### src/rtl/nbbpu_sequencer.sv
// Multi-cycle control sequencer for the NBBPU core: steps each instruction
// through fetch, decode, execute/memory and write-back, owns the memory
// handshake, and flags HALT opcodes and memory time-outs.
module nbbpu_sequencer #(
  parameter logic [3:0]  OP_LOAD    = 4'b1100,
  parameter logic [3:0]  OP_STORE   = 4'b1101,
  parameter logic [3:0]  OP_HALT    = 4'b1111,
  parameter int unsigned WAIT_LIMIT = 15
) (
  input  logic        clock,
  input  logic        reset,
  input  logic        run,
  input  logic [3:0]  opcode,
  input  logic        mem_ready,
  output logic        mem_read,
  output logic        mem_write,
  output logic        mem_select,
  output logic        instr_load,
  output logic        PC_enable,
  output logic        reg_write_enable,
  output logic        halted,
  output logic        fault,
  output logic [2:0]  state,
  output logic [15:0] retired
);

  localparam int unsigned WAIT_W = 8;

  localparam logic [2:0] S_IDLE      = 3'd0;
  localparam logic [2:0] S_FETCH     = 3'd1;
  localparam logic [2:0] S_DECODE    = 3'd2;
  localparam logic [2:0] S_EXECUTE   = 3'd3;
  localparam logic [2:0] S_MEMORY    = 3'd4;
  localparam logic [2:0] S_WRITEBACK = 3'd5;
  localparam logic [2:0] S_HALT      = 3'd6;
  localparam logic [2:0] S_FAULT     = 3'd7;

  logic [2:0]        state_q, state_d;
  logic [WAIT_W-1:0] wait_q, wait_d;
  logic [3:0]        op_q, op_d;
  logic [15:0]       retired_q, retired_d;

  // State, wait counter, latched opcode and retire counter registers
  always_ff @(posedge clock or posedge reset) begin
    if (reset) begin
      state_q   <= S_IDLE;
      wait_q    <= '0;
      op_q      <= '0;
      retired_q <= '0;
    end else begin
      state_q   <= state_d;
      wait_q    <= wait_d;
      op_q      <= op_d;
      retired_q <= retired_d;
    end
  end

  // Next-state, wait-counter and retire-counter logic
  always_comb begin
    state_d   = state_q;
    wait_d    = wait_q;
    op_d      = op_q;
    retired_d = retired_q;
    case (state_q)
      S_IDLE: begin
        if (run) begin
          state_d = S_FETCH;
          wait_d  = '0;
        end
      end
      S_FETCH: begin
        if (mem_ready) begin
          state_d = S_DECODE;
        end else if (wait_q == WAIT_W'(WAIT_LIMIT)) begin
          state_d = S_FAULT;
        end else begin
          wait_d = wait_q + WAIT_W'(1);
        end
      end
      S_DECODE: begin
        // Opcode is captured here so later phases ignore IR changes
        op_d = opcode;
        if (opcode == OP_HALT) begin
          state_d = S_HALT;
        end else if (opcode == OP_LOAD || opcode == OP_STORE) begin
          state_d = S_MEMORY;
          wait_d  = '0;
        end else begin
          state_d = S_EXECUTE;
        end
      end
      S_EXECUTE, S_WRITEBACK: begin
        retired_d = retired_q + 16'd1;
        wait_d    = '0;
        state_d   = run ? S_FETCH : S_IDLE;
      end
      S_MEMORY: begin
        if (mem_ready) begin
          state_d = S_WRITEBACK;
        end else if (wait_q == WAIT_W'(WAIT_LIMIT)) begin
          state_d = S_FAULT;
        end else begin
          wait_d = wait_q + WAIT_W'(1);
        end
      end
      default: begin
        state_d = state_q;
      end
    endcase
  end

  // Outputs decoded from registered state; instr_load also follows mem_ready
  always_comb begin
    mem_read         = 1'b0;
    mem_write        = 1'b0;
    mem_select       = 1'b0;
    instr_load       = 1'b0;
    PC_enable        = 1'b0;
    reg_write_enable = 1'b0;
    halted           = 1'b0;
    fault            = 1'b0;
    case (state_q)
      S_FETCH: begin
        mem_read   = 1'b1;
        instr_load = mem_ready;
      end
      S_EXECUTE: begin
        reg_write_enable = 1'b1;
        PC_enable        = 1'b1;
      end
      S_MEMORY: begin
        mem_select = 1'b1;
        mem_read   = (op_q == OP_LOAD);
        mem_write  = (op_q == OP_STORE);
      end
      S_WRITEBACK: begin
        PC_enable        = 1'b1;
        reg_write_enable = (op_q == OP_LOAD);
      end
      S_HALT:  halted = 1'b1;
      S_FAULT: fault  = 1'b1;
      default: begin
        mem_read = 1'b0;
      end
    endcase
  end

  assign state   = state_q;
  assign retired = retired_q;

endmodule

### config.mk
export PLATFORM = sky130hd
export DESIGN_NAME = nbbpu_sequencer
export DESIGN_NICKNAME = d
export VERILOG_FILES = /design/src/rtl/nbbpu_sequencer.sv
export SDC_FILE = /design/constraint.sdc
export NUM_CORES = 1
export LEC_CHECK = 0
export CAP_MARGIN = 20
export CORE_MARGIN = 5
export CORE_UTILIZATION = 25
export DETAILED_ROUTE_END_ITERATION = 12
export PLACE_DENSITY = 0.42
export SYNTH_ARGS = -nofsm -noshare
export SYNTH_HDL_FRONTEND = slang
export SYNTH_SLANG_ARGS = --single-unit
export TNS_END_PERCENT = 100
### constraint.sdc
create_clock -name clock -period 4.2 [get_ports clock]
set_input_delay 0.84 -clock clock [delete_from_list [all_inputs] [get_ports clock]]
set_output_delay 0.84 -clock clock [all_outputs]
set_load 0.05 [all_outputs]
== Word-level counts from Yosys, hierarchy flattened ==
Index checks and enable logic that the tools add are counted.
Storage, ports and cells
  flip-flop bits (word level): 31
  bits in latches: 0
  RAM bits: 0
  memory bits (read-only): 0
  input bits: 8
  output and inout port bits: 27
  logic and storage cells: 54
  memories: 0
Cells by class
  add/sub/neg operators: 2
  multipliers: 0
  div/mod/pow operators: 0
  $lt $le $gt $ge: 0
  eq/ne operators: 18
  shift-type cells: 0
  muxes and demuxes: 22
  bitwise logic cells: 0
  reductions and logical operators: 8
Operator list (count)
  $mux W8: 5
  $pmux W8 S4: 1
  $eq A4 B4 Y1 const B: 5
  $mux W3: 6
  $add A16 B1 Y16 const B: 1
  $pmux W3 S5: 1
  $eq A3 B3 Y1 const B: 4
  $ne A2 B2 Y1 const B: 5
  $add A8 B1 Y8 const B: 1
  $eq A8 B4 Y1 const B: 1
  $mux W1: 7
  $eq A3 B2 Y1 const B: 2
  $reduce_and A6 Y1: 1
  $reduce_bool A5 Y1: 1
  $pmux W1 S2: 2
  $reduce_bool A4 Y1: 1
  $reduce_or A2 Y1: 2
  $eq A3 B1 Y1 const B: 1
  $logic_not A3 Y1: 1
  $reduce_and A2 Y1: 1
  $logic_or A1 B1 Y1: 1

== Logic depth before layout (Yosys ltp) ==
Gate-level depths: netlist (run 1).
  depth in word-level cells: 5
  mapped depth: 6
  gate-level depth less buffers: 5

== Least setup slack after synthesis (run 1) ==
OpenSTA, ideal clock, no wires.
  path type: reg-to-output
  from: register state_q[1] (netlist: state[1])
  to: output port reg_write_enable
  arrival: 2.349 ns
  path slack: 1.011 ns
  cell stages (with the launch flop): 6
  cells stage by stage: dfrtp_1 > clkbuf_1 > clkbuf_1 > inv_1 > nand3_1 > a21boi_0
On the way
  longest elaborated chain between the ends: 2
RTL lines
  from (decl): RTL line 38  | logic [2:0] state_q, state_d;
  from (signal assigned): RTL line 51  | state_q <= state_d;
  $eq A3 B3 Y1 / $eq A3 B2 Y1 (equally long branches): RTL line 122  | case (state_q)
  $pmux W1 S2 *: RTL line 122
  to (decl): RTL line 20  | output logic reg_write_enable,
Every way passes the cells marked *; elsewhere a longest branch is shown, timed or not.

== Worst setup path after layout (run 1) ==
  from: register state_q[1] (netlist: state[1])
  to: output port PC_enable
On the way
  longest elaborated chain between the ends: 3
RTL lines
  $eq A3 B2 Y1 / $eq A3 B3 Y1 (equally long branches): RTL line 122
  $reduce_or A2 Y1 (no line) *
  $mux W1 *: RTL line 122
  to (decl): RTL line 19  | output logic PC_enable,
Marked as above.

==> run_summary.xml, run 1 <==
<?xml version="1.0" encoding="UTF-8"?>
<metrics>
  <group name="outcome">
    <metric name="outcome" unit="">finished clean</metric>
  </group>
  <group name="clock_network">
    <metric name="cts.repair.resized" unit="">0</metric>
    <metric name="ctsRootBufferMaster" unit="">sky130_fd_sc_hd__clkbuf_8</metric>
    <metric name="numCtsBuffers" unit="">5</metric>
    <metric name="cts_buffer_depth" unit="">2</metric>
    <metric name="hold_buf_count_cts" unit="">0</metric>
    <metric name="numClockSinks" unit="">31</metric>
    <metric name="post_cts.repair.setup_buffers" unit="">0</metric>
    <metric name="cts_tree" unit="">built</metric>
    <metric name="cts.clk_slew.worst_paths" unit="ns">0.06</metric>
    <metric name="htree_num_levels" unit="">2</metric>
    <metric name="clk_latency" unit="ns">0.28</metric>
  </group>
  <group name="pwr">
    <metric name="clockPowerShare" unit="%">20.8</metric>
    <metric name="vdd_drop_max" unit="V">0.000250</metric>
    <metric name="internal_power" unit="mW">0.805</metric>
    <metric name="power.density_cell_area" unit="nW/um2">663</metric>
    <metric name="leakagePower" unit="nW">0.989</metric>
    <metric name="power.combinational.fraction" unit="%">46.3</metric>
    <metric name="switching_share" unit="%">44.9</metric>
    <metric name="p_seq_share" unit="%">32.9</metric>
    <metric name="power.switching" unit="mW">0.656</metric>
    <metric name="post-layout-total-power" unit="mW">1.46</metric>
  </group>
  <group name="critical_path">
    <metric name="worst-endpoint-arrival" unit="ns">2.64</metric>
    <metric name="critical-path-top-delay-family" unit="">buffers and inverters</metric>
    <metric name="cp_capture_type" unit="">output port</metric>
    <metric name="path_max_fanout" unit="">21</metric>
    <metric name="timing.critical_path.from_type" unit="">flop</metric>
    <metric name="timing.setup.critical_path_class" unit="">flop to output port</metric>
    <metric name="cp_cell_sequence" unit="">xnor2_1 -&gt; nor2b_1 -&gt; clkdlybuf4s50_1</metric>
    <metric name="timing.critical_path.buf_inv" unit="">1</metric>
    <metric name="worst_path_largest_cell_delay" unit="ns">0.90</metric>
    <metric name="required" unit="ns">3.36</metric>
    <metric name="worst_path_max_delay_cell" unit="">sky130_fd_sc_hd__clkdlybuf4s50_1</metric>
  </group>
  <group name="global_routing">
    <metric name="antenna_violations_before_repair" unit="">0</metric>
    <metric name="grt_pass1_vias" unit="">1442</metric>
    <metric name="grt.total_usage" unit="%">10.5</metric>
    <metric name="overflow_left_after_global_routing" unit="">0</metric>
    <metric name="grt_start_max_net_pins" unit="">32</metric>
    <metric name="grt_first_pass_wirelength" unit="um">7240</metric>
  </group>
  <group name="die">
    <metric name="initial_core_utilization" unit="%">26.0</metric>
    <metric name="design.core.area" unit="um2">6420</metric>
    <metric name="placementRows" unit="">29</metric>
    <metric name="io-pin-count" unit="">35</metric>
    <metric name="chipWidth" unit="um">91.8</metric>
    <metric name="fp.dieH" unit="um">91.8</metric>
    <metric name="floorplan.die_area" unit="um2">8430</metric>
  </group>
  <group name="placed_design">
    <metric name="placement.cell_area" unit="um2">2080</metric>
    <metric name="gp_congestion" unit="">0.752</metric>
    <metric name="dp_hpwl" unit="um">3040</metric>
    <metric name="port_buffers" unit="">34</metric>
  </group>
  <group name="synth">
    <metric name="mappedNetlistArea" unit="um2">1670</metric>
    <metric name="synth_top_area_share" unit="%">46.4</metric>
    <metric name="post_synth_main_area_contributors" unit="">sky130_fd_sc_hd__dfrtp_1 (46%), sky130_fd_sc_hd__xnor2_1 (5.8%), sky130_fd_sc_hd__mux2_2 (3.4%)</metric>
    <metric name="synth.ff_latch_count" unit="">31</metric>
    <metric name="dominantRegCellSynth" unit="">sky130_fd_sc_hd__dfrtp_1</metric>
    <metric name="synth-warning-count" unit="">0</metric>
    <metric name="yosys.cell_types.count" unit="">45</metric>
    <metric name="post_synthesis_cells" unit="">162</metric>
    <metric name="postSynth.asyncResetShare" unit="%">100</metric>
    <metric name="edff_count_synth" unit="">0</metric>
    <metric name="syn-mean-instance-area" unit="um2">10.3</metric>
    <metric name="mapped_nets" unit="">172</metric>
    <metric name="synth-seq-area-share" unit="%">46.4</metric>
    <metric name="netlist.top_cell.by_area" unit="">sky130_fd_sc_hd__dfrtp_1</metric>
  </group>
  <group name="drt">
    <metric name="drtIter0Drc" unit="">47</metric>
    <metric name="wire_per_inst" unit="um">15.1</metric>
    <metric name="drt_first_pass_iters" unit="">4</metric>
    <metric name="detail_route.wirelength" unit="um">4160</metric>
    <metric name="antenna_violating_nets_post_route" unit="">0</metric>
    <metric name="routed-via-count" unit="">1420</metric>
    <metric name="drcViolationCount" unit="">0</metric>
    <metric name="vias_per_cell" unit="">5.16</metric>
  </group>
  <group name="sta">
    <metric name="hold_slack" unit="ns">0.471</metric>
    <metric name="rsz_0062_raised_after_global_routing" unit="">no</metric>
    <metric name="achievable-frequency" unit="MHz">287</metric>
    <metric name="hold_viol_final" unit="">0</metric>
    <metric name="number_of_setup_violations_in_the_final_report" unit="">0</metric>
    <metric name="setup_tns" unit="ns">0</metric>
    <metric name="fin_skew" unit="ns">0.00615</metric>
    <metric name="post-route-period-util" unit="%">82.8</metric>
    <metric name="finalCriticalPeriod" unit="ns">3.48</metric>
    <metric name="timing.max_slew.rel_slack" unit="%">54.4</metric>
    <metric name="tightest_slew" unit="ns">0.678</metric>
    <metric name="drv_slew" unit="">0</metric>
  </group>
  <group name="layout">
    <metric name="fin_area" unit="um2">2200</metric>
    <metric name="layout_commonest_cell" unit="">sky130_fd_sc_hd__clkdlybuf4s50_1</metric>
    <metric name="most-common-layout-cells" unit="">sky130_fd_sc_hd__clkdlybuf4s50_1 (34), sky130_fd_sc_hd__dfrtp_1 (31), sky130_fd_sc_hd__xnor2_1 (11)</metric>
    <metric name="area_growth" unit="%">31.6</metric>
    <metric name="antenna-diode-count" unit="">0</metric>
    <metric name="fraction_of_layout_cells_with_a_size_suffix_above_1" unit="%">10.6</metric>
    <metric name="postLayoutCoreUtil" unit="%">34.3</metric>
    <metric name="nets" unit="">207</metric>
  </group>
  <group name="min_path">
    <metric name="hp_class" unit="">flop to flop</metric>
  </group>
  <group name="job">
    <metric name="cap_viol_max_count" unit="">0</metric>
  </group>
</metrics>
worst register-to-register path, stage by stage (launching register included):
cell                      delay, ns
sky130_fd_sc_hd__dfrtp_1       0.78
sky130_fd_sc_hd__xnor2_1       0.26
sky130_fd_sc_hd__nor3_1        0.62
sky130_fd_sc_hd__nand4_1       0.21
sky130_fd_sc_hd__xnor2_1       0.16
stage by stage:
| step | setup slack (ns) | instances |
|---|---|---|
| CTS | 0.729 | 275 |
| finish | 0.721 | 275 |
| detailed placement | 0.750 | 267 |
| floorplan | 1.01 | 162 |
| global route | 0.577 | 275 |
| global placement | 0.783 | 267 |
path summary, 6_finish.rpt:
path / start / end / slack (ns) / cells after the start
worst max-delay path: state[1]$_DFFE_PP0P_ / PC_enable / 0.72 / 3
worst min register to register: retired[15]$_DFFE_PP0N_ / retired[15]$_DFFE_PP0N_ / 0.47 / 1
min in group asynchronous: reset / retired[9]$_DFFE_PP0N_ / 0.94 / 3
worst max register to register: state[1]$_DFFE_PP0P_ / retired[15]$_DFFE_PP0N_ / 2.06 / 4
worst min-delay path: retired[15]$_DFFE_PP0N_ / retired[15]$_DFFE_PP0N_ / 0.47 / 1
max in group asynchronous: reset / wait_q[7]$_DFFE_PP0P_ / 2.95 / 3
synthesized netlist by cell type (4+ instances only):
cell	count
sky130_fd_sc_hd__nand3_1	9
sky130_fd_sc_hd__nand4_1	9
sky130_fd_sc_hd__inv_1	5
sky130_fd_sc_hd__xor2_1	5
sky130_fd_sc_hd__clkbuf_1	4
sky130_fd_sc_hd__nor3_1	8
sky130_fd_sc_hd__dfrtp_1	31
sky130_fd_sc_hd__nor2_1	6
sky130_fd_sc_hd__xnor2_1	11
sky130_fd_sc_hd__nand2_1	6
sky130_fd_sc_hd__mux2_2	5
sky130_fd_sc_hd__and3_1	8
sky130_fd_sc_hd__a21oi_1	5
sky130_fd_sc_hd__nor4_1	5
power groups by stage:
stage / Sequential, mW / Combinational (mW) / Clock, mW
3_3_place_gp: 0.479 / 0.678 / 0
5_1_grt: 0.495 / 0.721 / 0.330
2_1_floorplan: 0.552 / 0.408 / 0
6_report: 0.481 / 0.676 / 0.303
4_1_cts: 0.480 / 0.681 / 0.319
3_5_place_dp: 0.485 / 0.681 / 0
sequential cells by signal (all words and copies together) (netlist names):
| register | cells |
|---|---|
| retired | 16 |
| wait_q | 8 |
| op_q | 4 |
| state | 3 |
cells by family after synthesis:
family                     share of synthesized area (%)
and+or+nand+nor                                     23.0
xor gates and xnor gates                            8.38
adders and majority gates                           1.50
muxes                                               3.96
AOI/OAI and AO/OA                                   13.7
buffers and inverters                               3.07
DFF                                                 46.4
layer usage:
metal	up-vias	GRT usage, %	wire [um]
met5	-	0	0
met1	691	13.0	2010
met3	7	2.86	203
li1	682	-	-
met2	40	17.7	1890
met4	0	3.34	55
layout make-up:
cell class              instances  area [um2]
flip-flops and latches         31         776
clock inverters                 2        35.0
clock buffers                   6        82.6
multi-input cells             119         846
well taps                      77        96.3
inverters                       5        18.8
repair buffers                 35         348
fillers                       646        4220
Note: power is estimated with default switching activity, not from simulation.
==> run 2, diff against run 1 <==
- clock period: 4.2 -> 3.35 ns (I/O delays scaled with it)
==> run_summary.xml, run 2 (synthesis results as in run 1) <==
<?xml version="1.0" encoding="UTF-8"?>
<metrics>
  <group name="outcome">
    <metric name="outcome" unit="">finished clean</metric>
  </group>
  <group name="die">
    <metric name="floorplan.die_area" unit="um2">8430</metric>
    <metric name="fp.dieH" unit="um">91.8</metric>
    <metric name="initial_core_utilization" unit="%">26.0</metric>
    <metric name="io-pin-count" unit="">35</metric>
    <metric name="chipWidth" unit="um">91.8</metric>
    <metric name="placementRows" unit="">29</metric>
    <metric name="design.core.area" unit="um2">6420</metric>
  </group>
  <group name="sta">
    <metric name="hold_viol_final" unit="">0</metric>
    <metric name="fin_skew" unit="ns">0.00566</metric>
    <metric name="drv_slew" unit="">0</metric>
    <metric name="achievable-frequency" unit="MHz">334</metric>
    <metric name="hold_slack" unit="ns">0.477</metric>
    <metric name="rsz_0062_raised_after_global_routing" unit="">no</metric>
    <metric name="tightest_slew" unit="ns">0.667</metric>
    <metric name="timing.max_slew.rel_slack" unit="%">55.2</metric>
    <metric name="setup_tns" unit="ns">0</metric>
    <metric name="post-route-period-util" unit="%">89.5</metric>
    <metric name="number_of_setup_violations_in_the_final_report" unit="">0</metric>
    <metric name="finalCriticalPeriod" unit="ns">3.00</metric>
  </group>
  <group name="clock_network">
    <metric name="clk_latency" unit="ns">0.28</metric>
    <metric name="numClockSinks" unit="">31</metric>
    <metric name="hold_buf_count_cts" unit="">0</metric>
    <metric name="cts_buffer_depth" unit="">2</metric>
    <metric name="ctsRootBufferMaster" unit="">sky130_fd_sc_hd__clkbuf_8</metric>
    <metric name="cts.clk_slew.worst_paths" unit="ns">0.07</metric>
    <metric name="cts.repair.resized" unit="">0</metric>
    <metric name="post_cts.repair.setup_buffers" unit="">0</metric>
    <metric name="cts_tree" unit="">built</metric>
    <metric name="htree_num_levels" unit="">2</metric>
    <metric name="numCtsBuffers" unit="">5</metric>
  </group>
  <group name="drt">
    <metric name="antenna_violating_nets_post_route" unit="">0</metric>
    <metric name="drt_first_pass_iters" unit="">4</metric>
    <metric name="vias_per_cell" unit="">5.16</metric>
    <metric name="drtIter0Drc" unit="">20</metric>
    <metric name="drcViolationCount" unit="">0</metric>
    <metric name="wire_per_inst" unit="um">15.0</metric>
    <metric name="detail_route.wirelength" unit="um">4130</metric>
    <metric name="routed-via-count" unit="">1424</metric>
  </group>
  <group name="layout">
    <metric name="most-common-layout-cells" unit="">sky130_fd_sc_hd__clkdlybuf4s50_1 (33), sky130_fd_sc_hd__dfrtp_1 (31), sky130_fd_sc_hd__xnor2_1 (11)</metric>
    <metric name="register_area" unit="um2">776</metric>
    <metric name="final_cell_count_no_fill" unit="">276</metric>
    <metric name="nFillCells" unit="">637</metric>
    <metric name="multi_input_comb_area" unit="um2">846</metric>
    <metric name="area_growth" unit="%">31.9</metric>
    <metric name="largest_register_ffs" unit="">16</metric>
    <metric name="layout_commonest_cell" unit="">sky130_fd_sc_hd__clkdlybuf4s50_1</metric>
    <metric name="nets" unit="">208</metric>
    <metric name="antenna-diode-count" unit="">0</metric>
    <metric name="fraction_of_layout_cells_with_a_size_suffix_above_1" unit="%">11.6</metric>
  </group>
  <group name="min_path">
    <metric name="worst_hold_path.num_cells" unit="">1</metric>
    <metric name="worstHoldEndpoint" unit="">retired[15]$_DFFE_PP0N_</metric>
    <metric name="min_from" unit="">retired[15]$_DFFE_PP0N_</metric>
    <metric name="hp_class" unit="">flop to flop</metric>
  </group>
  <group name="placed_design">
    <metric name="post-place-cells" unit="">268</metric>
    <metric name="gp_congestion" unit="">0.758</metric>
    <metric name="port_buffers" unit="">34</metric>
    <metric name="dp_hpwl" unit="um">2970</metric>
  </group>
  <group name="global_routing">
    <metric name="antenna_violations_before_repair" unit="">0</metric>
    <metric name="global_route.usage.met3" unit="%">3.44</metric>
    <metric name="global_route.usage.met1" unit="%">12.8</metric>
    <metric name="grt.total_usage" unit="%">10.1</metric>
    <metric name="grt_most_used_layer" unit="">met2</metric>
    <metric name="grt_start_max_net_pins" unit="">32</metric>
    <metric name="grt_pass1_vias" unit="">1358</metric>
    <metric name="groute.layer.met2.usage" unit="%">15.9</metric>
    <metric name="overflow_left_after_global_routing" unit="">0</metric>
    <metric name="grt_first_pass_wirelength" unit="um">6770</metric>
  </group>
  <group name="critical_path">
    <metric name="timing.reg2reg.worst_path_depth" unit="">4</metric>
    <metric name="timing.critical_path.from_type" unit="">flop</metric>
    <metric name="timing.setup.critical_path_class" unit="">flop to output port</metric>
    <metric name="worst_path_largest_cell_delay" unit="ns">0.82</metric>
    <metric name="cp_cell_sequence" unit="">nand2b_1 -&gt; nand2b_1 -&gt; a21oi_1 -&gt; clkdlybuf4s50_1</metric>
    <metric name="timing.rr.start" unit="">state[0]$_DFFE_PP0P_</metric>
    <metric name="worst-endpoint-arrival" unit="ns">2.33</metric>
    <metric name="required" unit="ns">2.68</metric>
    <metric name="reg2reg_slack" unit="ns">1.54</metric>
    <metric name="critical-path-top-delay-family" unit="">buffers and inverters</metric>
    <metric name="cp_capture_type" unit="">output port</metric>
    <metric name="rr_endpoint" unit="">retired[15]$_DFFE_PP0N_</metric>
    <metric name="timing.critical_path.buf_inv" unit="">1</metric>
    <metric name="path_max_fanout" unit="">13</metric>
    <metric name="path_common_cell" unit="">sky130_fd_sc_hd__nand2b_1</metric>
    <metric name="worst_path_max_delay_cell" unit="">sky130_fd_sc_hd__clkdlybuf4s50_1</metric>
  </group>
  <group name="job">
    <metric name="cap_viol_max_count" unit="">0</metric>
  </group>
  <group name="pwr">
    <metric name="power.density_cell_area" unit="nW/um2">834</metric>
    <metric name="leakagePower" unit="nW">0.996</metric>
    <metric name="vdd_drop_max" unit="V">0.000271</metric>
  </group>
</metrics>
==> run 2: cell count changes in the layout (fill, tap and decap cells not counted), sizes merged <==
| cell | before | now |
|---|---|---|
| clkdlybuf4s50 | 34 | 33 |
| buf | 1 | 3 |
==> run 2: cell type report <==
type,instances,share of cell area (%)
timing repair buffer,36,16.0
sequential,31,35.1
clock inverter,2,1.59
tap,77,4.37
clock buffer,6,3.74
inverter,5,0.850
multi-input combinational,119,38.3
==> run 2: per-layer routing <==
metal  routed length, um  up-vias
met5                   0        -
met4                  44        0
met3                 247        7
met2                1950       45
met1                1890      692
li1                    -      680
==> run 2: through the flow <==
stage / util, % / cell area [um2] / setup WS (ns) / power [mW]
4_1_cts: 34.4 / 2210 / 0.334 / 1.86
3_5_place_dp: 32.5 / 2090 / 0.659 / 1.47
3_3_place_gp: 32.5 / 2090 / 0.694 / 1.46
6_report: 34.4 / 2210 / 0.352 / 1.84
5_1_grt: 34.4 / 2210 / 0.238 / 1.95
2_1_floorplan: - / 1670 / 0.331 / 1.20
==> run 2: worst max-delay path by stage <==
stage                               startpoint               end  slack, ns  cells after the start
after CTS                 state[0]$_DFFE_PP0P_          mem_read       0.33                      4
after global placement    state[0]$_DFFE_PP0P_          mem_read       0.69                      4
after global routing      state[2]$_DFFE_PP0P_         PC_enable       0.24                      3
final                     state[0]$_DFFE_PP0P_          mem_read       0.35                      4
after floorplan           state[1]$_DFFE_PP0P_  reg_write_enable       0.33                      5
after detailed placement  state[0]$_DFFE_PP0P_          mem_read       0.66                      4
==> run 2: power by group <==
part | internal (mW) | switching, mW
clock network | 0.241 | 0.148
registers | 0.459 | 0.108
logic | 0.315 | 0.570
total | 1.01 | 0.826
